$ cat src/rtl/uart_sim_pkg.sv
// uart_sim_pkg: shared UART sim types.
// FSM state encoding and 8N1 frame constants.
package uart_sim_pkg;

  localparam int UART_DATA_BITS  = 8;
  localparam int UART_FRAME_BITS = 10;

  typedef enum logic [1:0] {
    ST_IDLE,
    ST_START,
    ST_DATA,
    ST_STOP
  } tx_state_e;

endpackage

$ cat src/rtl/uart_sim_tx_fifo.sv
// uart_sim_tx_fifo: synchronous byte FIFO.
// Ports: clk_i, rst_i (async, high), push_i/data_i in,
// pop_i/data_o out (show-ahead), full_o, empty_o.
module uart_sim_tx_fifo #(
  parameter int DEPTH = 4
) (
  input  logic       clk_i,
  input  logic       rst_i,
  input  logic       push_i,
  input  logic [7:0] data_i,
  input  logic       pop_i,
  output logic [7:0] data_o,
  output logic       full_o,
  output logic       empty_o
);

  localparam int AW = $clog2(DEPTH);
  localparam int CW = AW + 1;

  logic [7:0]    mem [DEPTH];
  logic [AW-1:0] wr_ptr;
  logic [AW-1:0] rd_ptr;
  logic [CW-1:0] count;

  // power-of-two depth: pointers wrap naturally
  always_ff @(posedge clk_i or posedge rst_i) begin
    if (rst_i) begin
      wr_ptr <= '0;
      rd_ptr <= '0;
      count  <= '0;
    end else begin
      if (push_i) wr_ptr <= wr_ptr + 1'b1;
      if (pop_i)  rd_ptr <= rd_ptr + 1'b1;
      case ({push_i, pop_i})
        2'b10:   count <= count + 1'b1;
        2'b01:   count <= count - 1'b1;
        default: count <= count;
      endcase
    end
  end

  always_ff @(posedge clk_i) begin
    if (push_i) mem[wr_ptr] <= data_i;
  end

  assign data_o  = mem[rd_ptr];
  assign full_o  = (count == CW'(DEPTH));
  assign empty_o = (count == '0);

endmodule

$ cat src/rtl/uart_sim_transmitter.sv
// uart_sim_transmitter: 8N1 UART TX with buffer.
// Ports: clk_i, rst_i (async, high), data_i/valid_i/ready_o
// byte handshake, txd_o serial line (idle high), busy_o.
// UART_SIM_TRANSMITTER_FIFO_EN: FIFO_DEPTH-entry FIFO;
// undefined: single holding register.
module uart_sim_transmitter
  import uart_sim_pkg::*;
#(
  parameter int CLOCK_FREQ = 100000000,
  parameter int BAUD_RATE  = 19200,
  parameter int FIFO_DEPTH = 4
) (
  input  logic       clk_i,
  input  logic       rst_i,
  input  logic [7:0] data_i,
  input  logic       valid_i,
  output logic       ready_o,
  output logic       txd_o,
  output logic       busy_o
);

  localparam int BAUD_VAL = CLOCK_FREQ / BAUD_RATE;
  localparam int CW =
    (BAUD_VAL > 1) ? $clog2(BAUD_VAL) : 1;
  localparam logic [CW-1:0] BAUD_TOP = CW'(BAUD_VAL - 1);

  tx_state_e     state;
  logic [CW-1:0] baud_cnt;
  logic [3:0]    bit_cnt;
  logic [7:0]    shreg;

  logic       push;
  logic       pop;
  logic       empty;
  logic [7:0] buf_data;

  assign push = valid_i && ready_o;

  // pop from IDLE, or on the last stop-bit cycle for
  // gapless back-to-back frames
  assign pop = !empty &&
    ((state == ST_IDLE) ||
     (state == ST_STOP && baud_cnt == '0));

`ifdef UART_SIM_TRANSMITTER_FIFO_EN
  logic full;

  uart_sim_tx_fifo #(
    .DEPTH(FIFO_DEPTH)
  ) u_fifo (
    .clk_i  (clk_i),
    .rst_i  (rst_i),
    .push_i (push),
    .data_i (data_i),
    .pop_i  (pop),
    .data_o (buf_data),
    .full_o (full),
    .empty_o(empty)
  );

  assign ready_o = !full;
`else
  logic        hold_valid;
  logic [7:0]  hold_data;
  logic [31:0] cfg_unused;

  assign cfg_unused = FIFO_DEPTH;

  // push needs empty, pop needs full: never both
  always_ff @(posedge clk_i or posedge rst_i) begin
    if (rst_i) begin
      hold_valid <= 1'b0;
      hold_data  <= '0;
    end else if (push) begin
      hold_valid <= 1'b1;
      hold_data  <= data_i;
    end else if (pop) begin
      hold_valid <= 1'b0;
    end
  end

  assign ready_o  = !hold_valid;
  assign empty    = !hold_valid;
  assign buf_data = hold_data;
`endif

  always_ff @(posedge clk_i or posedge rst_i) begin
    if (rst_i) begin
      state    <= ST_IDLE;
      baud_cnt <= '0;
      bit_cnt  <= '0;
      shreg    <= '0;
      txd_o    <= 1'b1;
    end else begin
      case (state)
        ST_IDLE: begin
          if (pop) begin
            shreg    <= buf_data;
            baud_cnt <= BAUD_TOP;
            state    <= ST_START;
            txd_o    <= 1'b0;
          end
        end
        ST_START: begin
          if (baud_cnt == '0) begin
            baud_cnt <= BAUD_TOP;
            bit_cnt  <= 4'(UART_DATA_BITS);
            state    <= ST_DATA;
            txd_o    <= shreg[0];
          end else begin
            baud_cnt <= baud_cnt - 1'b1;
          end
        end
        ST_DATA: begin
          if (baud_cnt == '0) begin
            baud_cnt <= BAUD_TOP;
            shreg    <= shreg >> 1;
            bit_cnt  <= bit_cnt - 1'b1;
            if (bit_cnt == 4'd1) begin
              state <= ST_STOP;
              txd_o <= 1'b1;
            end else begin
              txd_o <= shreg[1];
            end
          end else begin
            baud_cnt <= baud_cnt - 1'b1;
          end
        end
        ST_STOP: begin
          if (baud_cnt == '0) begin
            if (pop) begin
              shreg    <= buf_data;
              baud_cnt <= BAUD_TOP;
              state    <= ST_START;
              txd_o    <= 1'b0;
            end else begin
              state <= ST_IDLE;
            end
          end else begin
            baud_cnt <= baud_cnt - 1'b1;
          end
        end
        default: state <= ST_IDLE;
      endcase
    end
  end

  assign busy_o = (state != ST_IDLE) || !empty;

endmodule
$ cat config.mk
export PLATFORM = sky130hd
export DESIGN_NAME = uart_sim_transmitter
export DESIGN_NICKNAME = d
export VERILOG_FILES = /design/src/rtl/uart_sim_pkg.sv /design/src/rtl/uart_sim_tx_fifo.sv /design/src/rtl/uart_sim_transmitter.sv
export SDC_FILE = /design/constraint.sdc
export NUM_CORES = 1
export LEC_CHECK = 0
export CORE_MARGIN = 1
export CORE_UTILIZATION = 58
export DETAILED_ROUTE_END_ITERATION = 10
export DONT_BUFFER_PORTS = 1
export PLACE_DENSITY = 0.77
export REMOVE_ABC_BUFFERS = 1
export SLEW_MARGIN = 5
export SYNTH_ARGS = -nofsm -noshare
export SYNTH_HDL_FRONTEND = slang
export SYNTH_SLANG_ARGS = --single-unit
$ cat constraint.sdc
create_clock -name clk_i -period 3.24 [get_ports clk_i]
set_input_delay 0.81 -clock clk_i [delete_from_list [all_inputs] [get_ports clk_i]]
set_output_delay 0.81 -clock clk_i [all_outputs]
set_load 0.02 [all_outputs]
[Yosys cells after proc, flatten, opt, wreduce, memory -nomap -nowiden]
Cells that the tools add are included.
Storage, ports and cells
  output and inout port bits: 3
  logic and storage cells: 61
  flip-flop bits (word level): 37
Cells by class
  multiplexer cells: 26
  reductions and logical operators: 17
  add/sub/neg operators: 2
  equal/unequal tests: 9
Operators with widths (count)
  $mux W13: 3
  $pmux W13 S3: 1
  $mux W8: 3
  $pmux W8 S3: 1
  $logic_not A13 Y1: 1
  $sub A13 B1 Y13 const B: 1
  $mux W2: 5
  $reduce_and A3 Y1: 3
  $mux W1: 8
  $mux W4: 2
  $ne A2 B2 Y1 const B: 4
  $pmux W2 S4: 1
  $pmux W4 S2: 1
  $reduce_bool A2 Y1: 3
  $reduce_and A5 Y1: 1
  $eq A2 B2 Y1 const B: 2
  $eq A4 B1 Y1 const B: 1
  $pmux W1 S4: 1
  $sub A4 B1 Y4 const B: 1
  $logic_and A1 B1 Y1: 3
  $reduce_bool A3 Y1: 1
  $eq A2 B1 Y1 const B: 1
  $logic_not A2 Y1: 1
  $logic_or A1 B1 Y1: 2
  3 further kinds: 3

[Depth between registers and ports, before layout]
  depth after elaboration: 7
  mapped depth: 7
  mapped depth without buffers: 6

[Least setup slack after synthesis]
No wires, ideal clock.
  path kind: register -> register
  start point: register baud_cnt[0]
  end point: register baud_cnt[11]
  clock period less this slack: 2.275 ns
  buffers on the path: 1
  slack: 0.965 ns
  arrival time: 2.151 ns
  cell stages (with the launch flop): 8
  path through: dfrtp_1 -> inv_1 -> ha_1 -> or3b_2 -> or4_1 -> buf_2 -> and4_1 -> a211o_1
Between the ends
  longest elaborated chain between the ends: 7
  elaborated cells between the ends (all ways): 9
  classes of those cells: add/sub (1); mux (4); reduce/logical (4)
Ends and longest elaborated chain
  from (decl): line uart_sim_transmitter.sv:28  | logic [CW-1:0] baud_cnt;
  from (signal assigned): line uart_sim_transmitter.sv:111  | baud_cnt <= baud_cnt - 1'b1;
  from (signal assigned): line uart_sim_transmitter.sv:126  | baud_cnt <= baud_cnt - 1'b1;
  from (signal assigned): line uart_sim_transmitter.sv:140  | baud_cnt <= baud_cnt - 1'b1;
  branches (longest 6 deep; another with $sub A13 B1 Y13)
  $pmux W13 S3 (*): line uart_sim_transmitter.sv:95  | case (state)
Mark *: on every way between the ends.
A chain may end at the register's enable or synchronous reset.

[Worst setup path after layout]
  start point: register baud_cnt[0]
  end point: register state[0]
Between the ends
  longest elaborated chain between the ends: 7
  elaborated cells between the ends (all ways): 12
  classes of those cells: eq/ne (4); mux (3); reduce/logical (5)
Ends and longest elaborated chain
  $logic_not A13 Y1 (*)
  $logic_and A1 B1 Y1: line uart_sim_transmitter.sv:43  | (state == ST_STOP && baud_cnt == '0));
  $logic_or A1 B1 Y1: line uart_sim_transmitter.sv:42  | ((state == ST_IDLE) ||
  $logic_and A1 B1 Y1: line uart_sim_transmitter.sv:41  | assign pop = !empty &&
  $mux W1: line uart_sim_transmitter.sv:131  | if (pop) begin
  $mux W2: line uart_sim_transmitter.sv:130  | if (baud_cnt == '0) begin
  $pmux W2 S4: line uart_sim_transmitter.sv:95
  to (signal assigned): line uart_sim_transmitter.sv:100  | state <= ST_START;
  to (signal assigned): line uart_sim_transmitter.sv:134  | state <= ST_START;
  to (signal assigned): line uart_sim_transmitter.sv:137  | state <= ST_IDLE;
  to (decl): line uart_sim_transmitter.sv:27  | tx_state_e state;
Every way passes the cells marked *; elsewhere a longest branch is shown, timed or not. The select of a mux whose other input is x is not followed.

==> impl_metrics.py <==
metrics = {
    "run_status": {
        "status": "finished, final reports clean",
    },
    "power_and_ir_drop": {
        "leakage_nw": 1.02,
        "p_per_area_nw_per_um2": 1200,
        "internal_power_w": 0.00156,
        "finalPower_w": 0.00285,
        "p_clk_frac": 0.116,
        "combPwrFrac": 0.565,
        "p_switching_w": 0.00129,
        "ir_drop_v": 0.000570,
        "seqPwrFrac": 0.319,
        "p_sw_frac": 0.453,
    },
    "place": {
        "placement.io_buffers": 0,
        "gp_congestion": 0.871,
        "pre_cts_slack_ns": 0.414,
        "dp_hpwl_um": 3630,
        "placed_cells": 264,
    },
    "clocking": {
        "post_cts_resized": 0,
        "post_cts_buffers": 0,
        "clock_latency_ns": 0.30,
        "cts_tree": "built",
        "numClockSinks": 37,
        "hold_buffers": 0,
        "cts_buffer_depth": 2,
        "htreeDepth": 2,
        "clk_pin_slew_ns": 0.08,
        "numCtsBuffers": 5,
        "clockRootBuffer": "clkbuf_8",
    },
    "yosys": {
        "synth_cells": 225,
        "yosysWarnings": 0,
        "muxShareOfSynthArea": 0.129,
        "synthAdderAreaFrac": 0.0445,
        "synth_ff_type": "dfrtp_1",
        "synth_compound_area_frac": 0.194,
        "synth_edf_count": 0,
        "syn_area_per_cell_um2": 9.99,
        "ys_seq_area_frac": 0.412,
        "ys_ff_latch": 37,
        "synth_area_leaders": "dfrtp_1 (40%), mux2_2 (12%), ha_1 (4.5%)",
        "syn_area_um2": 2250,
        "synth_top_area_share": 0.401,
        "synth_cell_type_count": 55,
        "synth_top_family_by_area": "compound AO/OA/AOI/OAI gates",
        "synthXorXnorAreaFrac": 0.00390,
        "synth_top_cell_by_area": "dfrtp_1",
        "synthArstFlopShare": 1.00,
        "synth-simple-area-share": 0.170,
    },
    "floorplan": {
        "core_area_um2": 3690,
        "start_util": 0.610,
        "die_w_um": 64.3,
        "rows": 22,
        "pin_count": 14,
        "die_h_um": 64.3,
        "dieArea_um2": 4130,
    },
    "setup_path": {
        "max_stage_delay_ns": 0.61,
        "reg2reg_to": "state[0]$_DFFE_PP0P_",
        "r2r_slack_ns": 0.34,
        "crit_chain": "inv_1 -> ha_1 -> or3b_2 -> nor4_1 -> buf_4 -> a31oi_1 -> o311ai_0",
        "cp_slowest_cell": "nor4_1",
        "worstPathArrival_ns": 3.07,
        "cp_data_required_time_ns": 3.41,
        "crit_fanout": 8,
        "start_kind": "register",
        "criticalPathCategory": "reg -> reg",
        "ff2ff_path_depth": 7,
        "endpoint_kind": "register",
        "worstReg2RegStart": "baud_cnt[0]$_DFF_PP0_",
    },
    "sta": {
        "clock_skew_ns": 0.0114,
        "drv_slew": 0,
        "final-hold-violation-count": 0,
        "fin_crit_sh": 0.894,
        "finalSetupViolations": 0,
        "period_needed_ns": 2.90,
        "relSlewSlack": 0.492,
        "setup_slack_ns": 0.342,
        "worst_pin_slew_ns": 0.761,
        "grt_setup_unrepaired": "false",
        "tns_ns": 0,
        "fmax_mhz": 345,
    },
    "layout": {
        "nets": 242,
        "diodes": 0,
        "drive_gt1_frac": 0.196,
        "layout.cells.non_filler": 272,
        "synthToLayoutAreaGrowth_pct": 6.07,
        "final.fill_count": 307,
    },
    "drt": {
        "post-route-drc-count": 0,
        "ant_nets": 0,
        "vias": 1813,
        "wl_per_cell_um": 18.6,
        "via_per_inst": 6.67,
        "drt-initial-drc-count": 157,
        "first_pass_iters": 4,
        "wirelength_um": 5070,
    },
    "global_route": {
        "grt_max_degree": 38,
        "grt_overflow": 0,
        "grt_pass1_vias": 1748,
        "gr-usage-all-layers": 0.270,
        "grt_pass1_wl_um": 8560,
        "antenna_found_initial": 0,
    },
    "flow_run": {
        "max_cap_viol_count": 0,
    },
    "hold_path": {
        "hp-class": "in -> async",
    },
}
## layout by cell type, fill, tap and decap left out, types with 4 or more instances in the layout
master and instances:
nor3_1 5, dfrtp_1 36, nor3b_1 4, a21oi_1 11, ha_1 8, nor4_1 7, or4_1 5, nand2_1 13
o21ai_0 7, mux2_2 23, buf_4 6, a211o_1 6, inv_1 12, nor2_1 10, clkbuf_8 5
## sequential cells by signal, summed over array words and instances, names as in the netlist
name	count
txd_o	1
state	2
buf_data	8
baud_cnt	13
bit_cnt	4
shreg	8
hold_valid	1
## kinds of logic (layout without fill, tap and decap cells)
family,count (synthesis),after routing
buffers and inverters,27,26
and+or+nand+nor,67,67
xor gates and xnor gates,1,1
adders and majority gates,8,8
AOI/OAI and AO/OA,59,59
muxes,26,26
DFF,37,37
## area by class of cell
class | instances | area [µm²] | area share
Multi-Input combinational cell | 161 | 1220 | 0.510
Sequential cell | 37 | 927 | 0.389
Clock buffer | 5 | 68.8 | 0.0289
Tap cell | 48 | 60.1 | 0.0252
Timing Repair Buffer | 6 | 45.0 | 0.0189
Inverter | 12 | 45.0 | 0.0189
Clock inverter | 3 | 22.5 | 0.00944
## power by group through the flow
stage,combinational [W],sequential (W),clock (W)
after detailed placement,0.00159,0.000914,0
final,0.00161,0.000911,0.000330
after CTS,0.00160,0.000905,0.000335
after floorplan,0.00123,0.000845,0
after global routing,0.00179,0.000941,0.000347
after global placement,0.00152,0.000892,0
## critical path: cells and delay by family, from the launching register on
kind / cells / cell delay, ns
AO/OA/AOI/OAI: 2 / 0.54
adder cells (fa/ha/maj): 1 / 0.24
buffers and inverters: 2 / 0.38
flip-flops: 1 / 0.46
AND/OR/NAND/NOR: 2 / 1.14
## worst max-delay path by stage
stage | endpoint | cells after the start | startpoint | slack [ns]
2_1_floorplan | state[0]$_DFFE_PP0P_ | 6 | baud_cnt[0]$_DFF_PP0_ | 0.36
3_3_place_gp | baud_cnt[0]$_DFF_PP0_ | 7 | baud_cnt[0]$_DFF_PP0_ | 0.68
3_5_place_dp | state[0]$_DFFE_PP0P_ | 7 | baud_cnt[0]$_DFF_PP0_ | 0.41
4_1_cts | state[0]$_DFFE_PP0P_ | 7 | baud_cnt[0]$_DFF_PP0_ | 0.36
5_1_grt | state[0]$_DFFE_PP0P_ | 7 | baud_cnt[0]$_DFF_PP0_ | 0.16
6_report | state[0]$_DFFE_PP0P_ | 7 | baud_cnt[0]$_DFF_PP0_ | 0.34
## cells in the mapped netlist, types with 4 or more instances
cell type and n:
a211o_1 6, a21oi_1 11, clkbuf_1 12, dfrtp_1 36, ha_1 8, inv_1 12
mux2_2 23, nand2_1 13, nor2_1 10, nor3_1 5, nor3b_1 4, nor4_1 7
o21ai_0 7, or4_1 5
## metrics by stage
stage	utilization	instance area (µm²)	hold slack, ns
final	0.647	2380	0.512
after global placement	0.622	2290	0.486
after detailed placement	0.622	2290	0.491
after CTS	0.647	2380	0.510
after floorplan	-	2190	0.475
after global routing	0.647	2380	0.526
## layer usage
metal / vias to the layer above / wire [µm] / track usage
met5: - / 0 / 0
met4: 0 / 66 / 0.0833
met3: 8 / 240 / 0.0571
met2: 46 / 2400 / 0.420
met1: 913 / 2350 / 0.375
li1: 846 / - / -
Note: power is estimated with default switching activity, not from simulation.
